--- src/rtl/dmem_arbiter_if.sv ---
// Requester-side bus for the shared data memory arbiter.
// Ports: req/we/addr/wdata from requester; gnt/ack/rdata/err back from arbiter.
interface dmem_arbiter_if #(
    parameter int DW = 32
);
    logic          req;
    logic          we;
    logic [31:0]   addr;
    logic [DW-1:0] wdata;
    logic          gnt;
    logic          ack;
    logic [DW-1:0] rdata;
    logic          err;

    modport master (
        output req, we, addr, wdata,
        input  gnt, ack, rdata, err
    );

    modport slave (
        input  req, we, addr, wdata,
        output gnt, ack, rdata, err
    );
endinterface

--- src/rtl/dmem_arbiter.sv ---
// Round-robin arbiter/sequencer for the single-port data memory.
// Ports: clk, rst (async, active high); c = core port, d = debug port
// (dmem_arbiter_if.slave); m_en/m_we/m_addr/m_wdata to memory, m_rdata back.
module dmem_arbiter #(
    parameter int DW    = 32,
    parameter int DEPTH = 32,
    parameter int AW    = 5
) (
    input  logic          clk,
    input  logic          rst,
    dmem_arbiter_if.slave c,
    dmem_arbiter_if.slave d,
    output logic          m_en,
    output logic          m_we,
    output logic [AW-1:0] m_addr,
    output logic [DW-1:0] m_wdata,
    input  logic [DW-1:0] m_rdata
);

    typedef enum logic [1:0] {
        IDLE,
        ISSUE,
        RESP
    } state_t;

    localparam logic [31:0] DEPTH_W = 32'(DEPTH);

    state_t        state;
    logic          last_d;
    logic          own_d;
    logic          rd_ok;
    logic          err_q;
    logic          c_ack_q;
    logic          d_ack_q;

    logic          c_win;
    logic          d_win;
    logic          idle_ok;
    logic          sel_we;
    logic          sel_oor;
    logic [31:0]   sel_addr;
    logic [DW-1:0] sel_wdata;

    // On a tie, C wins unless C was the last port served.
    always_comb begin
        idle_ok   = (state == IDLE) & ~rst;
        c_win     = c.req & (~d.req | last_d);
        d_win     = d.req & ~c_win;
        sel_we    = d_win ? d.we    : c.we;
        sel_addr  = d_win ? d.addr  : c.addr;
        sel_wdata = d_win ? d.wdata : c.wdata;
        // A single full-width compare covers both high bits and
        // low bits beyond DEPTH.
        sel_oor   = ~(sel_addr < DEPTH_W);
    end

    assign c.gnt   = idle_ok & c_win;
    assign d.gnt   = idle_ok & d_win;
    assign c.ack   = c_ack_q;
    assign d.ack   = d_ack_q;
    assign c.err   = c_ack_q & err_q;
    assign d.err   = d_ack_q & err_q;
    // Memory read data arrives in RESP; pass it only to the owner.
    assign c.rdata = (c_ack_q & rd_ok) ? m_rdata : '0;
    assign d.rdata = (d_ack_q & rd_ok) ? m_rdata : '0;

    always_ff @(posedge clk or posedge rst) begin
        if (rst) begin
            state   <= IDLE;
            last_d  <= 1'b1;
            own_d   <= 1'b0;
            rd_ok   <= 1'b0;
            err_q   <= 1'b0;
            c_ack_q <= 1'b0;
            d_ack_q <= 1'b0;
            m_en    <= 1'b0;
            m_we    <= 1'b0;
            m_addr  <= '0;
            m_wdata <= '0;
        end else begin
            case (state)
                IDLE: begin
                    if (c_win | d_win) begin
                        state   <= ISSUE;
                        last_d  <= d_win;
                        own_d   <= d_win;
                        rd_ok   <= ~sel_we & ~sel_oor;
                        err_q   <= sel_oor;
                        m_en    <= ~sel_oor;
                        m_we    <= sel_we & ~sel_oor;
                        m_addr  <= sel_oor ? '0 : sel_addr[AW-1:0];
                        m_wdata <= sel_oor ? '0 : sel_wdata;
                    end
                end
                ISSUE: begin
                    state   <= RESP;
                    m_en    <= 1'b0;
                    m_we    <= 1'b0;
                    m_addr  <= '0;
                    m_wdata <= '0;
                    c_ack_q <= ~own_d;
                    d_ack_q <= own_d;
                end
                RESP: begin
                    state   <= IDLE;
                    c_ack_q <= 1'b0;
                    d_ack_q <= 1'b0;
                    rd_ok   <= 1'b0;
                    err_q   <= 1'b0;
                end
                default: begin
                    state <= IDLE;
                end
            endcase
        end
    end

endmodule

--- src/flat_wrapper.sv ---
// flat-port wrapper written by rule: the top's interface ports become plain ports
module dmem_arbiter_flat 
#(
    parameter int DW    = 32,
    parameter int DEPTH = 32,
    parameter int AW    = 5
)
  (clk, rst, m_en, m_we, m_addr, m_wdata, m_rdata, c_req, c_we, c_addr, c_wdata, c_gnt, c_ack, c_rdata, c_err, d_req, d_we, d_addr, d_wdata, d_gnt, d_ack, d_rdata, d_err);
  dmem_arbiter_if #(.DW(DW)) c_i ();
  dmem_arbiter_if #(.DW(DW)) d_i ();
  input  logic clk;
  input  logic rst;
  output logic m_en;
  output logic m_we;
  output logic [AW-1:0] m_addr;
  output logic [DW-1:0] m_wdata;
  input  logic [DW-1:0] m_rdata;
  input wire logic [$bits(c_i.req)-1:0] c_req;
  input wire logic [$bits(c_i.we)-1:0] c_we;
  input wire logic [$bits(c_i.addr)-1:0] c_addr;
  input wire logic [$bits(c_i.wdata)-1:0] c_wdata;
  output wire logic [$bits(c_i.gnt)-1:0] c_gnt;
  output wire logic [$bits(c_i.ack)-1:0] c_ack;
  output wire logic [$bits(c_i.rdata)-1:0] c_rdata;
  output wire logic [$bits(c_i.err)-1:0] c_err;
  input wire logic [$bits(d_i.req)-1:0] d_req;
  input wire logic [$bits(d_i.we)-1:0] d_we;
  input wire logic [$bits(d_i.addr)-1:0] d_addr;
  input wire logic [$bits(d_i.wdata)-1:0] d_wdata;
  output wire logic [$bits(d_i.gnt)-1:0] d_gnt;
  output wire logic [$bits(d_i.ack)-1:0] d_ack;
  output wire logic [$bits(d_i.rdata)-1:0] d_rdata;
  output wire logic [$bits(d_i.err)-1:0] d_err;
  assign c_i.req = c_req;
  assign c_i.we = c_we;
  assign c_i.addr = c_addr;
  assign c_i.wdata = c_wdata;
  assign c_gnt = c_i.gnt;
  assign c_ack = c_i.ack;
  assign c_rdata = c_i.rdata;
  assign c_err = c_i.err;
  assign d_i.req = d_req;
  assign d_i.we = d_we;
  assign d_i.addr = d_addr;
  assign d_i.wdata = d_wdata;
  assign d_gnt = d_i.gnt;
  assign d_ack = d_i.ack;
  assign d_rdata = d_i.rdata;
  assign d_err = d_i.err;
  dmem_arbiter #(.DW(DW), .DEPTH(DEPTH), .AW(AW)) u_core (.clk(clk), .rst(rst), .c(c_i), .d(d_i), .m_en(m_en), .m_we(m_we), .m_addr(m_addr), .m_wdata(m_wdata), .m_rdata(m_rdata));
endmodule
--- config.mk ---
export PLATFORM = sky130hd
export DESIGN_NAME = dmem_arbiter_flat
export DESIGN_NICKNAME = d
export VERILOG_FILES = /design/src/rtl/dmem_arbiter_if.sv /design/src/rtl/dmem_arbiter.sv /design/src/flat_wrapper.sv
export SDC_FILE = /design/constraint.sdc
export NUM_CORES = 1
export LEC_CHECK = 0
export CORE_ASPECT_RATIO = 1.75
export CORE_MARGIN = 5
export CORE_UTILIZATION = 28
export CTS_CLUSTER_SIZE = 14
export DETAILED_ROUTE_END_ITERATION = 8
export GPL_TIMING_DRIVEN = 0
export PLACE_DENSITY_LB_ADDON = 0.12
export RECOVER_POWER = 50
export SYNTH_ARGS = -nofsm -noshare
export SYNTH_HDL_FRONTEND = slang
export SYNTH_SLANG_ARGS = --single-unit
--- constraint.sdc ---
create_clock -name clk -period 3.2 [get_ports clk]
set_clock_uncertainty 0.15 [all_clocks]
set_input_delay 0.96 -clock clk [delete_from_list [all_inputs] [get_ports clk]]
set_output_delay 0.96 -clock clk [all_outputs]
set_load 0.03 [all_outputs]
==> results of run 1 <==
## synth_stat cells (all sizes together), types with 2 or more instances
master	instances
buf	14
nand4	3
nor4	12
inv	5
nor2	3
nand2	42
mux2	2
and3	65
ha	4
nor3	3
nand2b	2
clkbuf	15
and2	2
o21ai	9
mux2i	37
o31ai	37
dfrtp	46
## state kept, by name, indices dropped and copies added, names as in the netlist
register        flops
u_core.m_wdata     32
u_core.m_addr       5
u_core.state        2
u_core.c.ack        1
u_core.d.ack        1
u_core.err_q        1
u_core.last_d       1
u_core.m_en         1
u_core.m_we         1
u_core.own_d        1
u_core.rd_ok        1
## per-layer routing
metal | up-vias | wire length (um) | track usage, %
met5 | - | 0 | 0
met4 | 0 | 465 | 7.99
met3 | 27 | 1390 | 5.72
met2 | 189 | 7250 | 38.7
met1 | 1637 | 4290 | 19.0
li1 | 1730 | - | -
## cells in the final DEF (no fill, tap or decap), types with 2 or more instances in the layout
cell type        instances
buf_1                    2
nand4_1                  3
ha_1                     4
inv_1                    4
buf_2                    5
and2_1                   2
bufinv_16                2
nor2_1                   3
buf_4                    4
o21ai_0                  6
dfrtp_1                 46
o21ai_2                  2
clkbuf_1                18
nand2_1                 42
mux2i_1                 37
clkbuf_16                5
nor3_1                   3
nor4_1                  12
o31ai_1                 29
nand2b_1                 2
clkbuf_2                 3
dlygate4sd3_1           42
mux2_2                   2
o31ai_2                  8
clkinvlp_2               3
dlygate4sd2_1           67
and3_1                  64
clkdlybuf4s50_1        163
## worst register-to-register path: cells and delay by family (launching register included)
kind / cells / cell delay [ns]
compound gates: 2 / 0.21
fa+ha+maj: 1 / 0.39
simple gates: 2 / 0.58
buf+inv: 2 / 0.51
flops: 1 / 0.39
## final cells by class
type / instances / share of cell area (%)
Buffer: 28 / 2.31
Multi-Input combinational cell: 232 / 27.1
Timing Repair Buffer: 279 / 44.6
Clock inverter: 3 / 1.18
Tap cell: 127 / 2.64
Timing Repair inverter: 2 / 0.166
Inverter: 5 / 0.332
Clock buffer: 5 / 2.08
Sequential cell: 47 / 19.5
## through the flow
stage | instance area (um2) | total power, mW
6_report | 6020 | 2.43
5_1_grt | 6020 | 2.58
4_1_cts | 6020 | 2.47
3_5_place_dp | 5870 | 1.75
3_3_place_gp | 5870 | 1.74
2_1_floorplan | 2960 | 1.29
## logic make-up after synthesis
logic type / after synthesis / synth area share [%]
fa+ha+maj: 4 / 1.69
mux: 39 / 13.3
compound gates: 52 / 14.4
simple gates: 137 / 25.5
flops: 47 / 39.9
buf+inv: 34 / 5.21
## worst max path at each step
stage,slack (ns),startpoint,depth (start not counted),end
after global placement,-1.45,rst,4,d_gnt
final,0.03,m_rdata[29],3,d_rdata[29]
after floorplan,-0.001,rst,2,d_gnt
after CTS,0.02,c_req,5,d_gnt
after global routing,0.02,rst,5,d_gnt
after detailed placement,-1.47,rst,4,d_gnt
## power groups by stage
stage	Sequential (mW)	Combinational (mW)	Clock, mW
3_5_place_dp	0.706	1.05	0
4_1_cts	0.697	1.07	0.703
2_1_floorplan	0.709	0.585	0
5_1_grt	0.703	1.15	0.729
3_3_place_gp	0.702	1.03	0
6_report	0.696	1.05	0.686
## repair_timing
item / in CTS / in global routing
hold buffers: 0 / 0
resized for setup: 81 / 4
cloned: 2 / 0
setup endpoints to repair: 66 / 3
buffers inserted: 3 / 2
==> impl_results.md, run 1 <==
* Run status: complete, no violations
* YS warnings at 0
* Post-synth EDFFs at 0
* R2R cell count at 7
* Hold Startpoint: u_core.m_wdata[20]$_DFFE_PP0P_
* Post-Place Worst Slack at -1.47 ns
* Antenna violations before repair at 0
* Worst path max stage delay at 0.48 ns
* Drt wl/cell at 18.4 um
* Period Utilization, post-route at 99.1%
* Sequential fraction of design power at 28.6%
* HPWL after DPL at 11,100 um
* Worst hold path class: flop to flop
* Final setup TNS at 0 ns
* Crit-path leading delay family: buffers and inverters
* Worst-Margin Slew at 1.17 ns
* Sequential fraction of the synthesis area at 39.9%
* Total GRT Usage at 20.1%
* Total clock sinks at 47
* Clk pwr share at 28.2%
* Final Max Slew Viols at 0
* Synth area leaders: dfrtp_1 39%, and3_1 14%, mux2i_1 13%, o31ai_1 7.4%, nand2_1 5.3%
* Area occupied by multi-input gates at 1630 um2
* Worst hold slack at 0.323 ns
* Register area at 1180 um2
* Die ar. at 12,800 um2
* Layout cells sized above 1 at 6.99%
* CP arrival at 2.06 ns
* Starting density of the core at 28.7%
* R2R Setup Slk at 0.88 ns
* CP required at 2.09 ns
* RSZ-0062 raised after global routing: no
* H-tree levels at 2
* First-pass GRT wire length at 20,000 um
* Final WS setup at 0.0281 ns
* Residual DRC at 0
* Area of the core at 10,300 um2
* Num ports at 275
* Final setup vio count at 0
* Syn Nets at 483
* Root Driver: clkbuf_16
* Port Buffer Count at 274
* DRT iter0 DRCs at 89
* Fin cells at 728
* Crit path capture type: output pin
* Drt first pass iters at 4
* Fin nets at 770
* TritonCTS clock tree: done
* Synthesized flop and latch total at 47
* Areal power density over the cells at 404 nW/um2
* Post-synthesis async set-or-reset flop share at 100%
* N_diodes at 0
* Mapped Area at 2950 um2
* Layout area overhead at 104%
* Gpl congestion at 0.827
* Max Clock Freq at 0.315 GHz
* VDD IR max at 339 uV
* Hold worst-path end: u_core.m_wdata[20]$_DFFE_PP0P_
* Switch Pwr at 0.887 mW
* Largest net degree at the start of global routing at 25
* Die X at 87.6 um
* Final Hold Viols at 0
* Via Count at 3,583
* Number of global-route vias before repair at 3,773
* Max Cap Viol at 0
* FILL cells at 958
* Drt via density at 4.92
* Sw Share at 36.4%
* Util after Layout at 58.5%
* Row count at 49
* CP startpoint kind: primary input
* Num CTS Buffers at 5
* Syn_area_per_cell at 9.43 um2
* Hold depth at 2
* Worst-Skew Late Latency at 0.29 ns
* Power share of the combinational group at 43.2%
* Cell variety after synth at 35
* Max stage delay cell, worst path: dlygate4sd2_1
* DRT Wirelength at 13,400 um
* Critical path class: primary input to output pin
* Die Ht at 146 um
* Ys flop type: dfrtp_1
* Min Tclk post-route at 3.17 ns
* GRT overflow at 0
* CTS Buffer Depth at 2
* RR Endpoint: u_core.m_wdata[12]$_DFFE_PP0P_
* Max-slew headroom at 21.4%
* Worst path cell trace: clkdlybuf4s50_1 > and3_1 > dlygate4sd2_1
* Synthesized instance count at 313
* Critical-path maximum fanout at 2
* FF-to-FF Start: u_core.state[0]$_DFFE_PP0P_
* Pint at 1.55 mW
* Synth top area share at 39.0%
* Routed Antenna Nets at 0
* Worst Path Buf+Inv at 2
* Leakage at 3.12 nW
* Top cell type by total area after synthesis: dfrtp_1
* Dpl cells at 714
* Reg clk slew, reported paths at 0.07 ns
(Power assumes the default switching activity.)
==> run 2, diff against run 1 <==
Settings changed: RECOVER_POWER 50 to unset.
==> run 2 against run 1 <==
Against the previous run:
- clock-buffer cell count did not move
- design area increased by 0.29%
- largest cell class unchanged
- sequential power about the same
- highest routed layer unchanged
- largest power group unchanged
- final cell count stayed put
- combinational power about the same
- sequential cell count did not move
- first-iteration DRC count grew 4.5%
- non-clock buffer count unchanged
- critical endpoint unchanged
- setup slack better by 0.0040 ns
==> impl_results.md, run 2 (synthesis gave the netlist of run 1 again) <==
* Util after Layout at 58.6%
* N_diodes at 0
* Fin cells at 728
* H-tree levels at 2
* Period Utilization, post-route at 99.0%
* RSZ-0062 raised after global routing: no
* Run status: complete, no violations
* Top Registers: u_core.m_wdata x32, u_core.m_addr x5, u_core.state x2
* Wire length on met1 at 4380 um
* Final Hold Viols at 0
* Leakage at 2.99 nW
* TritonCTS clock tree: done
* Max reg flops at 32
* Placement-stage cell area at 5870 um2
* Total GRT Usage at 20.1%
* Antenna violations before repair at 0
* Port Buffer Count at 274
* Clk pwr share at 28.1%
* Crit path capture type: output pin
* Die Ht at 146 um
* Starting density of the core at 28.7%
* HPWL after DPL at 11,100 um
* FILL cells at 955
* Routed met3 length at 1360 um
* Top routing layer used: met4
* Min Tclk post-route at 3.17 ns
* Worst-Margin Slew at 1.17 ns
* GRT overflow at 0
* First-pass GRT wire length at 20,000 um
* Final Cell Area at 6040 um2
* Row count at 49
* Most common library cell in the layout ignoring fill and taps: clkdlybuf4s50_1
* CP startpoint kind: primary input
* DRT iter0 DRCs at 93
* Residual DRC at 0
* Die X at 87.6 um
* Layout area overhead at 105%
* Max Cap Viol at 0
* Max-slew headroom at 21.3%
* Fin nets at 770
* Num ports at 275
* Met2 WL at 7250 um
* Total chip power at 2.44 mW
* Final Max Slew Viols at 0
* Power share of the combinational group at 43.4%
* Area of the core at 10,300 um2
* Final WS setup at 0.0321 ns
* Drt via density at 4.92
* VDD IR max at 338 uV
* Die ar. at 12,800 um2
* DRT Wirelength at 13,400 um
* Final setup TNS at 0 ns
* Hold-fix buffers at CTS at 0
* Reg clk slew, reported paths at 0.07 ns
* Critical path class: primary input to output pin
* Switch Pwr at 0.888 mW
* Routed Antenna Nets at 0
* Reg with most FFs: u_core.m_wdata
* Worst-Skew Late Latency at 0.29 ns
* Max Clock Freq at 0.316 GHz
* Sequential fraction of design power at 28.5%
* Worst hold slack at 0.326 ns
* Most frequent cells in the layout: 205 x clkdlybuf4s50_1, 67 x dlygate4sd2_1, 64 x and3_1, 46 x dfrtp_1, 42 x nand2_1
* Worst hold path class: flop to flop
* Dpl cells at 714
* Drt wl/cell at 18.4 um
* Areal power density over the cells at 405 nW/um2
* Largest net degree at the start of global routing at 25
* Sw Share at 36.3%
* Critical-path maximum fanout at 2
* Number of global-route vias before repair at 3,773
* Post-Place Worst Slack at -1.47 ns
* CTS Buffer Depth at 2
* Root Driver: clkbuf_16
* Gpl congestion at 0.827
* Pint at 1.56 mW
* Layout cells sized above 1 at 8.15%
* CP required at 2.09 ns
* Via Count at 3,582
* Num CTS Buffers at 5
* Drt first pass iters at 4
* Total clock sinks at 47
* CP arrival at 2.06 ns
* Final setup vio count at 0
==> run 2: routing by layer <==
layer	vias up	global-route usage [%]
li1	1731	-
met1	1647	19.0
met2	179	38.7
met3	25	5.72
met4	0	7.99
met5	-	0
==> run 2: what timing repair did <==
| item | CTS | global route |
|---|---|---|
| setup endpoints to repair | 66 | 3 |
| gates resized for setup | 81 | 4 |
| setup buffers | 3 | 2 |
| pin swaps | 0 | 0 |
| endpoints found under the hold margin | 0 | 0 |
| gates cloned | 2 | 0 |
==> run 2: path summary, 6_finish.rpt <==
path / endpoint / startpoint / cells past startpoint / slack [ns]
min: u_core.m_wdata[20]$_DFFE_PP0P_ / u_core.m_wdata[20]$_DFFE_PP0P_ / 2 / 0.33
min reg2reg: u_core.m_wdata[20]$_DFFE_PP0P_ / u_core.m_wdata[20]$_DFFE_PP0P_ / 2 / 0.33
max in group asynchronous: u_core.d.ack$_DFFE_PP0P_ / rst / 2 / 1.33
min in group asynchronous: u_core.m_wdata[3]$_DFFE_PP0P_ / rst / 2 / 0.81
max: d_rdata[29] / m_rdata[29] / 3 / 0.03
max reg2reg: u_core.m_wdata[12]$_DFFE_PP0P_ / u_core.state[0]$_DFFE_PP0P_ / 7 / 0.92
==> run 2: layout make-up <==
| cell class | count | area (um2) | area share, % |
|---|---|---|---|
| Timing Repair Buffer | 279 | 2700 | 44.6 |
| Timing Repair inverter | 2 | 10.0 | 0.166 |
| Tap cell | 127 | 159 | 2.63 |
| Buffer | 28 | 144 | 2.38 |
| Multi-Input combinational cell | 232 | 1640 | 27.1 |
| Inverter | 5 | 22.5 | 0.373 |
| Sequential cell | 47 | 1180 | 19.5 |
| Clock inverter | 3 | 71.3 | 1.18 |
| Clock buffer | 5 | 125 | 2.07 |
==> run 2: power groups by stage <==
stage / logic (mW) / clock network [mW] / registers [mW]
floorplan: 0.585 / 0 / 0.709
global placement: 1.03 / 0 / 0.702
detailed placement: 1.05 / 0 / 0.706
CTS: 1.07 / 0.703 / 0.697
global route: 1.16 / 0.729 / 0.704
finish: 1.06 / 0.688 / 0.697
==> run 2: worst max-delay path: stages <==
cell	delay (ns)
clkdlybuf4s50_1	0.47
and3_1	0.15
dlygate4sd2_1	0.47
